`src/rtl/gpr_pkg.sv`:
```
`default_nettype none
// ============================================================================
//  Module      : gpr_pkg
//  Description : Shared types and helpers for the gpr_mp register file:
//                sequencer state encoding, byte-merge helper and the
//                depth-from-address-width helper.
//  Revision    : 1.0 - initial release
// ============================================================================
package gpr_pkg;

    // Sequencer states: idle, scrubbing the array, dumping the array
    typedef enum logic [1:0] {
        ST_IDLE  = 2'd0,
        ST_CLEAR = 2'd1,
        ST_DUMP  = 2'd2
    } state_t;

    // Number of registers addressed by an address of the given width
    function automatic int depth_of(input int addr_w);
        return 1 << addr_w;
    endfunction

    // One byte lane of a byte-enabled write: take the new byte when enabled
    function automatic logic [7:0] byte_merge(input logic [7:0] old_b,
                                              input logic [7:0] new_b,
                                              input logic       be);
        return be ? new_b : old_b;
    endfunction

endpackage
`default_nettype wire

```
`src/rtl/gpr_seq.sv`:
```
`default_nettype none
// ============================================================================
//  Module      : gpr_seq
//  Description : Scrub / dump sequencer for gpr_mp. Owns the state machine
//                and the shared index counter; the index addresses the
//                register being cleared (CLEAR) or presented (DUMP).
//  Revision    : 1.0 - initial release
// ============================================================================
module gpr_seq
    import gpr_pkg::*;
#(
    parameter int ADDR_W = 5
) (
    input  logic              clk,
    input  logic              rst,
    input  logic              clr_req,
    input  logic              dump_req,
    input  logic              dump_ready,
    output logic              clr_busy,
    output logic              clr_strobe,
    output logic              dump_valid,
    output logic [ADDR_W-1:0] idx
);

    // Terminal index is compared explicitly so that wrap never ends a sequence
    localparam logic [ADDR_W-1:0] LAST_IDX = ADDR_W'(depth_of(ADDR_W) - 1);

    state_t state;

    // The array clears register idx on every cycle spent in CLEAR
    assign clr_strobe = (state == ST_CLEAR);

    // State machine, index counter and registered status outputs
    always_ff @(posedge clk or negedge rst) begin
        if (!rst) begin
            state      <= ST_IDLE;
            idx        <= '0;
            clr_busy   <= 1'b0;
            dump_valid <= 1'b0;
        end else begin
            case (state)
                ST_IDLE: begin
                    idx <= '0;
                    if (clr_req) begin
                        state    <= ST_CLEAR;
                        clr_busy <= 1'b1;
                    end else if (dump_req) begin
                        state      <= ST_DUMP;
                        dump_valid <= 1'b1;
                    end
                end
                ST_CLEAR: begin
                    if (idx == LAST_IDX) begin
                        state    <= ST_IDLE;
                        clr_busy <= 1'b0;
                        idx      <= '0;
                    end else begin
                        idx <= idx + ADDR_W'(1);
                    end
                end
                ST_DUMP: begin
                    if (dump_ready) begin
                        if (idx == LAST_IDX) begin
                            state      <= ST_IDLE;
                            dump_valid <= 1'b0;
                            idx        <= '0;
                        end else begin
                            idx <= idx + ADDR_W'(1);
                        end
                    end
                end
                default: begin
                    state      <= ST_IDLE;
                    idx        <= '0;
                    clr_busy   <= 1'b0;
                    dump_valid <= 1'b0;
                end
            endcase
        end
    end

endmodule
`default_nettype wire

```
`src/rtl/gpr_mp.sv`:
```
`default_nettype none
// ============================================================================
//  Module      : gpr_mp
//  Description : Parametrised multi-read-port register file with byte-enable
//                writes, optional write-to-read bypass, a sequenced scrub
//                engine and a ready/valid register-dump port.
//  Revision    : 1.0 - initial release
// ============================================================================
module gpr_mp
    import gpr_pkg::*;
#(
    parameter int DATA_W   = 32,
    parameter int ADDR_W   = 5,
    parameter int NUM_RD   = 2,
    parameter int ZERO_REG = 1,
    parameter int BYPASS   = 1
) (
    input  logic                       clk,
    input  logic                       rst,
    input  logic                       we,
    input  logic [DATA_W/8-1:0]        wbe,
    input  logic [ADDR_W-1:0]          waddr,
    input  logic [DATA_W-1:0]          wdata,
    input  logic [NUM_RD*ADDR_W-1:0]   raddr,
    output logic [NUM_RD*DATA_W-1:0]   rdata,
    input  logic                       clr_req,
    output logic                       clr_busy,
    input  logic                       dump_req,
    output logic                       dump_valid,
    input  logic                       dump_ready,
    output logic [ADDR_W-1:0]          dump_idx,
    output logic [DATA_W-1:0]          dump_data
);

    localparam int DEPTH  = depth_of(ADDR_W);
    localparam int NBYTES = DATA_W / 8;

    logic [DATA_W-1:0] regs [DEPTH];
    logic [DATA_W-1:0] wr_old;
    logic [DATA_W-1:0] wr_merged;
    logic              wr_hit;
    logic              clr_strobe;
    logic [ADDR_W-1:0] seq_idx;

    gpr_seq #(
        .ADDR_W (ADDR_W)
    ) u_seq (
        .clk        (clk),
        .rst        (rst),
        .clr_req    (clr_req),
        .dump_req   (dump_req),
        .dump_ready (dump_ready),
        .clr_busy   (clr_busy),
        .clr_strobe (clr_strobe),
        .dump_valid (dump_valid),
        .idx        (seq_idx)
    );

    assign dump_idx = seq_idx;

    // The merged word is both what gets stored and what the bypass forwards,
    // so a forwarded read always equals the post-edge register contents.
    assign wr_old = regs[waddr];

    generate
        for (genvar k = 0; k < NBYTES; k++) begin : g_byte
            assign wr_merged[8*k +: 8] = byte_merge(wr_old[8*k +: 8],
                                                    wdata[8*k +: 8], wbe[k]);
        end
    endgenerate

    // Writes are locked out during a scrub and never land in a hardwired r0
    assign wr_hit = we && !clr_strobe && ((ZERO_REG == 0) || (waddr != '0));

    // Register array: async clear, scrub one entry per cycle, else write
    always_ff @(posedge clk or negedge rst) begin
        if (!rst) begin
            regs <= '{default: '0};
        end else if (clr_strobe) begin
            regs[seq_idx] <= '0;
        end else if (wr_hit) begin
            regs[waddr] <= wr_merged;
        end
    end

    generate
        for (genvar p = 0; p < NUM_RD; p++) begin : g_rd
            logic [ADDR_W-1:0] ra;
            logic [DATA_W-1:0] stored;
            assign ra     = raddr[p*ADDR_W +: ADDR_W];
            assign stored = ((ZERO_REG != 0) && (ra == '0)) ? '0 : regs[ra];
            // wr_hit already excludes the scrub and the hardwired zero register
            assign rdata[p*DATA_W +: DATA_W] =
                ((BYPASS != 0) && wr_hit && (ra == waddr)) ? wr_merged : stored;
        end
    endgenerate

    // Dump beat shows the live stored value; zero when no dump is running
    assign dump_data = !dump_valid                          ? '0 :
                       ((ZERO_REG != 0) && (seq_idx == '0)) ? '0 :
                                                              regs[seq_idx];

endmodule
`default_nettype wire

```
`config.mk`:
```
export PLATFORM = sky130hd
export DESIGN_NAME = gpr_mp
export DESIGN_NICKNAME = d
export VERILOG_FILES = /design/src/rtl/gpr_pkg.sv /design/src/rtl/gpr_seq.sv /design/src/rtl/gpr_mp.sv
export SDC_FILE = /design/constraint.sdc
export NUM_CORES = 2
export LEC_CHECK = 0
export CAP_MARGIN = 20
export CORE_AREA = 2 2 462 349
export CTS_CLUSTER_SIZE = 10
export DETAILED_ROUTE_END_ITERATION = 8
export DIE_AREA = 0 0 464 351
export MAX_ROUTING_LAYER = met4
export SLEW_MARGIN = 10
export SYNTH_ARGS = -nofsm -noshare
export SYNTH_HDL_FRONTEND = slang
export SYNTH_SLANG_ARGS = --single-unit
```
`constraint.sdc`:
```
create_clock -name clk -period 4.6 [get_ports clk]
set_input_delay 0.92 -clock clk [delete_from_list [all_inputs] [get_ports clk]]
set_output_delay 0.92 -clock clk [all_outputs]
set_load 0.03 [all_outputs]
```
== Word-level counts from Yosys, hierarchy flattened ==
Index checks and enable logic that the tools add are counted.
Word-level totals
  register bits after elaboration: 1033
  input bits: 57
  output and inout port bits: 103
Operators by class
  add/subtract/negate cells: 1
  magnitude comparators: 6
  equality and inequality tests: 12
  muxes and demuxes: 44
  bitwise gates (word level): 8
  reduce and logical (&&, ||, !) cells: 16
Operators with widths (count)
  $mux 1024: 2
  $and 1024x1024->1024: 1
  $bwmux 1024: 1
  $not 1024->1024: 1
  $bmux 32 s5: 4
  $mux 32: 16
  $demux 32 s5: 2
  $mux 8: 4
  $ge 6x6->1 const B: 4
  $not 5->6: 4
  $logic_not 5->1: 3
  $lt 6x1->1 const B: 2
  $eq 5x5->1: 2
  $mux 5: 2
  $pmux 5 s2: 1
  $mux 2: 4
  $ne 2x2->1 const B: 4
  $logic_and 1x1->1: 6
  $pmux 1 s3: 2
  $pmux 2 s3: 1
  $add 5x1->5 const B: 1
  $eq 5x5->1 const B: 1
  $mux 1: 5
  $reduce_and 5->1: 1
  other kinds (11): 13

== Longest topological paths before layout ==
  depth in word-level cells: 8
  mapped depth: 11

== Modules after synthesis ==
Synthesis repeated with hierarchy kept, for this count alone.
Unflattened totals
  cell total of the unflattened synthesis: 5426
  area, all modules: 70824.2 um2
Modules (own cells, without submodules)
  gpr_mp: times used 1, cells each 5375, area an instance 70317.4 um2, seq. area each 25624.6 um2
  gpr_seq: times used 1, cells each 51, area an instance 506.7 um2, seq. area each 225.2 um2

== Worst setup path after synthesis ==
OpenSTA, ideal clock, no wires.
  kind: input -> output
  from: input raddr[5]
  to: output rdata[37]
  arrival time: 2.868 ns
  path slack: 0.812 ns
  cell stages on the path: 6
  buffers on the path: 3
  cells stage by stage: buf_2 -> buf_6 -> buf_4 -> mux4_2 -> mux4_2 -> a221o_1
On the way
  longest elaborated chain between the ends: 6
  elaborated cells on any way between the ends: 9
  classes of those cells: eq/ne: 1; mux: 5; bitwise: 1; reduce/logical: 2
RTL lines
  start, declared: line gpr_mp.sv:24  | input logic [NUM_RD*ADDR_W-1:0] raddr,
  $not 5->6 (not written as such): line gpr_mp.sv:91  | assign stored = ((ZERO_REG != 0) && (ra == '0)) ? '0 : regs[ra];
  $bmux 32 s5: line gpr_mp.sv:91
  $mux 32 (not written as such) (2 in series): line gpr_mp.sv:91
  $mux 32: line gpr_mp.sv:91
  $mux 32 (*): line gpr_mp.sv:94  | ((BYPASS != 0) && wr_hit && (ra == waddr)) ? wr_merged : stored;
  end, declared: line gpr_mp.sv:25  | output logic [NUM_RD*DATA_W-1:0] rdata,
Every way passes the cells marked *; elsewhere a longest branch is shown, timed or not. The select of a mux whose other input is x is not followed.

== Worst setup path in the final report ==
  from: input waddr[3]
  to: output rdata[37]
On the way
  longest elaborated chain between the ends: 6
  elaborated cells on any way between the ends: 10
  classes of those cells: eq/ne: 1; mux: 5; bitwise: 1; reduce/logical: 3
RTL lines
  start, declared: line gpr_mp.sv:22  | input logic [ADDR_W-1:0] waddr,
  $not 5->6 (not written as such): line gpr_mp.sv:63  | assign wr_old = regs[waddr];
  $bmux 32 s5: line gpr_mp.sv:63
  $mux 32 (not written as such) (2 in series): line gpr_mp.sv:63
  $mux 8: line gpr_pkg.sv:27  | return be ? new_b : old_b;
  $mux 32 (*): line gpr_mp.sv:94
Marks and branches as above.

==> flow_summary.yaml <==
status:
  outcome: "finished, final reports clean"
run:
  count_of_max_cap_constraint_violations: 0
logic_synthesis:
  synth.cell_area_sq_um: 70800
  synth_cells: 5329
  synth.net_count: 5394
  yosysSeqAreaShare_pct: 36.51
  dominantRegCellSynth: "sky130_fd_sc_hd__dfrtp_1"
  yosysWarnings: 0
  synth_edf_count: 0
  avgSynthCellArea_sq_um: 13.28
  ys_ff_latch: 1033
  synth-async-reset-ratio_pct: 100.0
  number_of_distinct_library_cells_after_synthesis: 78
cts:
  htreeDepth: 3
  insertion_delay_ps: 800
  cts_root_buf: "sky130_fd_sc_hd__clkbuf_16"
  cts_buffers: 118
  tritoncts: "yes"
  cts.hold.buffers_added: 0
  clock_tree.buffer_depth: 3
  clk_pin_slew_ps: 60
  cts_sinks: 1033
timing:
  fin_crit_sh_pct: 99.79
  final.setup.worst_slack_ps: 9.600
  finalCriticalPeriod_ps: 4590
  slew_headroom_pct: 13.46
  tightest_slew_ps: 1298
  clock.fmax_mhz: 217.8
  report.final.hold_viol_count: 0
  finalMaxSlewViolations: 0
  finalSetupViolCount: 0
  timing.clock.skew_ps: 37.68
route:
  ant_nets_after_route: 0
  first_iter_violations: 13131
  routed-via-count: 63938
  avgViaCountPerCell: 8.391
  pre_repair_dr_iteration_count: 7
  routedWlPerCell_microns: 46.95
  detail_route.wirelength_microns: 357800
  post-route-drc-count: 0
layout:
  ratio_of_cells_with_drive_above_1_in_the_final_layout_pct: 31.58
  multiInputGateArea_sq_um: 42300
  layout.cells.most_common: "sky130_fd_sc_hd__a22o_1"
  commonest_cells_after_routing_fill_and_taps_aside: "sky130_fd_sc_hd__a22o_1, sky130_fd_sc_hd__dfrtp_1, sky130_fd_sc_hd__mux4_2"
  nets_finish: 5486
  nFillCells: 13172
  instances_no_fill: 7620
  register_area_sq_um: 25860
  area_growth_syn_to_layout_pct: 15.52
  final_core_util_pct: 51.52
floorplan:
  design.core.area_sq_um: 158700
  initial_core_util_pct: 44.60
  num_rows: 127
  die_x_microns: 464
  die_height_microns: 351
  design.die.area_sq_um: 162900
  boundaryPins: 160
global_routing:
  grt_first_pass_wirelength_microns: 491900
  gr-total-overflow: 0
  grt_max_degree: 101
  first_global_vias: 60711
  grt_usage_pct: 44.34
  grt_antenna_before_repair: 23
pwr:
  switching_share_pct: 37.44
  power.ir.vdd_worst_uv: 358.4
  net_load_switching_power_w: 0.01459
  power.share.combinational_pct: 39.0
  p_int_w: 0.02438
  relative_contribution_of_sequential_cells_to_total_power_pct: 38.2
  clock_power_share_pct: 22.8
  static-leakage-power_nw: 34.48
  power_density_nw_per_um2: 476.5
worst_setup_path:
  timing.critical_path.arrival_ps: 3670
  timing.critical_path.fanout_max: 17
  timing.critical_path.required_ps: 3680
  critical_path_class: "input pin to output pin"
  cp-start-kind: "input pin"
  setup.worst_path.end_class: "output pin"
  critPathLaunch: "waddr[3]"
  reg2reg_from: "u_seq.idx[0]"
placement:
  place.gp.congestion: 0.9988
  io_buffer_count: 159
  detailedPlacementHpwl_microns: 212700
  post-place-cells: 7404
  place_ws_ps: -76.65
min_path:
  hp-class: "input pin to async pin"
==> flip-flops by register name, indices dropped and copies added, names as in the netlist <==
name / count
regs: 1024
u_seq.idx: 5
u_seq.state: 2
u_seq.clr_busy: 1
u_seq.dump_valid: 1
==> synth_stat cells (3+ instances only) <==
| library cell | number | area, sq um |
|---|---|---|
| sky130_fd_sc_hd__and2_1 | 7 | 43.79 |
| sky130_fd_sc_hd__nor3b_1 | 4 | 30.03 |
| sky130_fd_sc_hd__a22oi_1 | 211 | 1584 |
| sky130_fd_sc_hd__buf_1 | 48 | 180.2 |
| sky130_fd_sc_hd__xor2_1 | 4 | 35.03 |
| sky130_fd_sc_hd__o21ai_0 | 3 | 15.01 |
| sky130_fd_sc_hd__nand3_1 | 38 | 190.2 |
| sky130_fd_sc_hd__a211oi_1 | 37 | 277.8 |
| sky130_fd_sc_hd__nand3b_1 | 3 | 22.52 |
| sky130_fd_sc_hd__clkbuf_1 | 326 | 1224 |
| sky130_fd_sc_hd__a22o_1 | 1047 | 9170 |
| sky130_fd_sc_hd__nor2_1 | 71 | 266.5 |
| sky130_fd_sc_hd__a21oi_2 | 14 | 122.6 |
| sky130_fd_sc_hd__a21oi_1 | 92 | 460.4 |
| sky130_fd_sc_hd__mux2i_1 | 577 | 5776 |
| sky130_fd_sc_hd__a221oi_1 | 156 | 1366 |
| sky130_fd_sc_hd__and3_1 | 4 | 25.02 |
| sky130_fd_sc_hd__a31oi_2 | 5 | 62.56 |
| sky130_fd_sc_hd__nor3_1 | 10 | 50.05 |
| sky130_fd_sc_hd__nand4bb_1 | 4 | 45.04 |
| sky130_fd_sc_hd__nand2b_1 | 8 | 50.05 |
| sky130_fd_sc_hd__nand4_1 | 10 | 62.56 |
| sky130_fd_sc_hd__and3b_1 | 5 | 43.79 |
| sky130_fd_sc_hd__a211o_1 | 30 | 262.8 |
| sky130_fd_sc_hd__nor2_2 | 7 | 43.79 |
| sky130_fd_sc_hd__dfrtp_1 | 1033 | 25850 |
| sky130_fd_sc_hd__buf_2 | 219 | 1096 |
| sky130_fd_sc_hd__a41oi_2 | 9 | 146.4 |
| sky130_fd_sc_hd__nor3_2 | 4 | 40.04 |
| sky130_fd_sc_hd__a31oi_1 | 33 | 206.5 |
| sky130_fd_sc_hd__mux4_2 | 801 | 18040 |
| sky130_fd_sc_hd__inv_1 | 12 | 45.04 |
| sky130_fd_sc_hd__buf_4 | 67 | 503.0 |
| sky130_fd_sc_hd__o22ai_1 | 61 | 381.6 |
| sky130_fd_sc_hd__a31oi_4 | 15 | 319.1 |
| sky130_fd_sc_hd__o21bai_1 | 61 | 457.9 |
| sky130_fd_sc_hd__nand2_1 | 82 | 307.8 |
| sky130_fd_sc_hd__a211oi_2 | 11 | 137.6 |
| sky130_fd_sc_hd__xnor2_1 | 9 | 78.83 |
| sky130_fd_sc_hd__a221o_1 | 32 | 320.3 |
| sky130_fd_sc_hd__nor2b_1 | 72 | 450.4 |
| sky130_fd_sc_hd__buf_6 | 32 | 360.4 |
| sky130_fd_sc_hd__ha_1 | 8 | 100.1 |
==> final timing paths <==
| kind | end | slack [ps] | cells after the start |
|---|---|---|---|
| hold / removal | regs[599] | 130 | 1 |
| setup reg to reg | regs[849] | 700 | 8 |
| setup / recovery | rdata[37] | 10 | 9 |
| max in group asynchronous | regs[578] | 3130 | 2 |
| hold reg to reg | u_seq.clr_busy | 550 | 2 |
| min in group clk | u_seq.clr_busy | 550 | 2 |
==> cell type report <==
| cell class | count | area share [%] |
|---|---|---|
| repair buffers | 668 | 9.176 |
| clock buffers | 149 | 3.953 |
| inverters | 13 | 0.06272 |
| multi-input cells | 3587 | 51.72 |
| diodes | 33 | 0.1010 |
| flip-flops and latches | 1033 | 31.62 |
| well taps | 2128 | 3.256 |
| clock inverters | 9 | 0.1178 |
==> power groups by stage <==
| stage | logic [W] | registers [W] | clock network (W) |
|---|---|---|---|
| after detailed placement | 0.0146 | 0.0147 | 0 |
| after CTS | 0.0148 | 0.0146 | 0.00887 |
| final | 0.0152 | 0.0149 | 0.00890 |
| after global placement | 0.0144 | 0.0146 | 0 |
| after global routing | 0.0157 | 0.0151 | 0.00923 |
| after floorplan | 0.0103 | 0.0136 | 0 |
==> through the flow <==
stage | hold WS [ps] | setup TNS (ps) | power, W | cell area (sq um)
2_1_floorplan | 494.1 | 0 | 0.02392 | 70800
3_3_place_gp | 533.6 | -425.0 | 0.02903 | 77840
3_5_place_dp | 539.7 | -387.1 | 0.02930 | 77950
4_1_cts | 172.9 | 0 | 0.03822 | 81510
5_1_grt | 182.7 | -67.86 | 0.04005 | 81760
6_report | 132.3 | 0 | 0.03897 | 81780
==> routing by layer <==
metal  part of all wire, %  global-route usage (%)  vias to the layer above  wire length (microns)
met3                    19                   23.30                     1606                  66200
met4                   7.4                   26.44                        0                  26580
met5                     0                       -                        -                      0
met2                    39                   55.61                     7121                 138500
met1                    35                   55.68                    32608                 126500
li1                      -                       -                    22603                      -
==> critical path, stage by stage <==
cell and delay [ps]:
sky130_fd_sc_hd__clkdlybuf4s50_1 450, sky130_fd_sc_hd__buf_12 170, sky130_fd_sc_hd__or4b_2 720, sky130_fd_sc_hd__buf_4 240
sky130_fd_sc_hd__o22ai_1 370, sky130_fd_sc_hd__a211oi_2 90, sky130_fd_sc_hd__a31oi_4 260, sky130_fd_sc_hd__a221o_1 280
sky130_fd_sc_hd__buf_12 140
==> repair_timing <==
item,4_1_cts,5_1_grt
buffers inserted,17,6
gates cloned,0,1
gates resized for setup,25,27
pin swaps,3,6
endpoints found under the setup margin,83,38
==> kinds of logic (layout without fill, tap and decap cells) <==
kind of cell	Yosys count	count (layout)	synth area share, %
buffers and inverters	709	839	4.880
muxes	1380	1380	33.67
adders and majority gates	8	8	0.1414
other	0	33	0
and+or+nand+nor	354	354	2.753
DFF	1033	1033	36.51
AOI/OAI and AO/OA	1832	1832	21.88
xor gates and xnor gates	13	13	0.1608
Power figures use the tool's default switching activity.
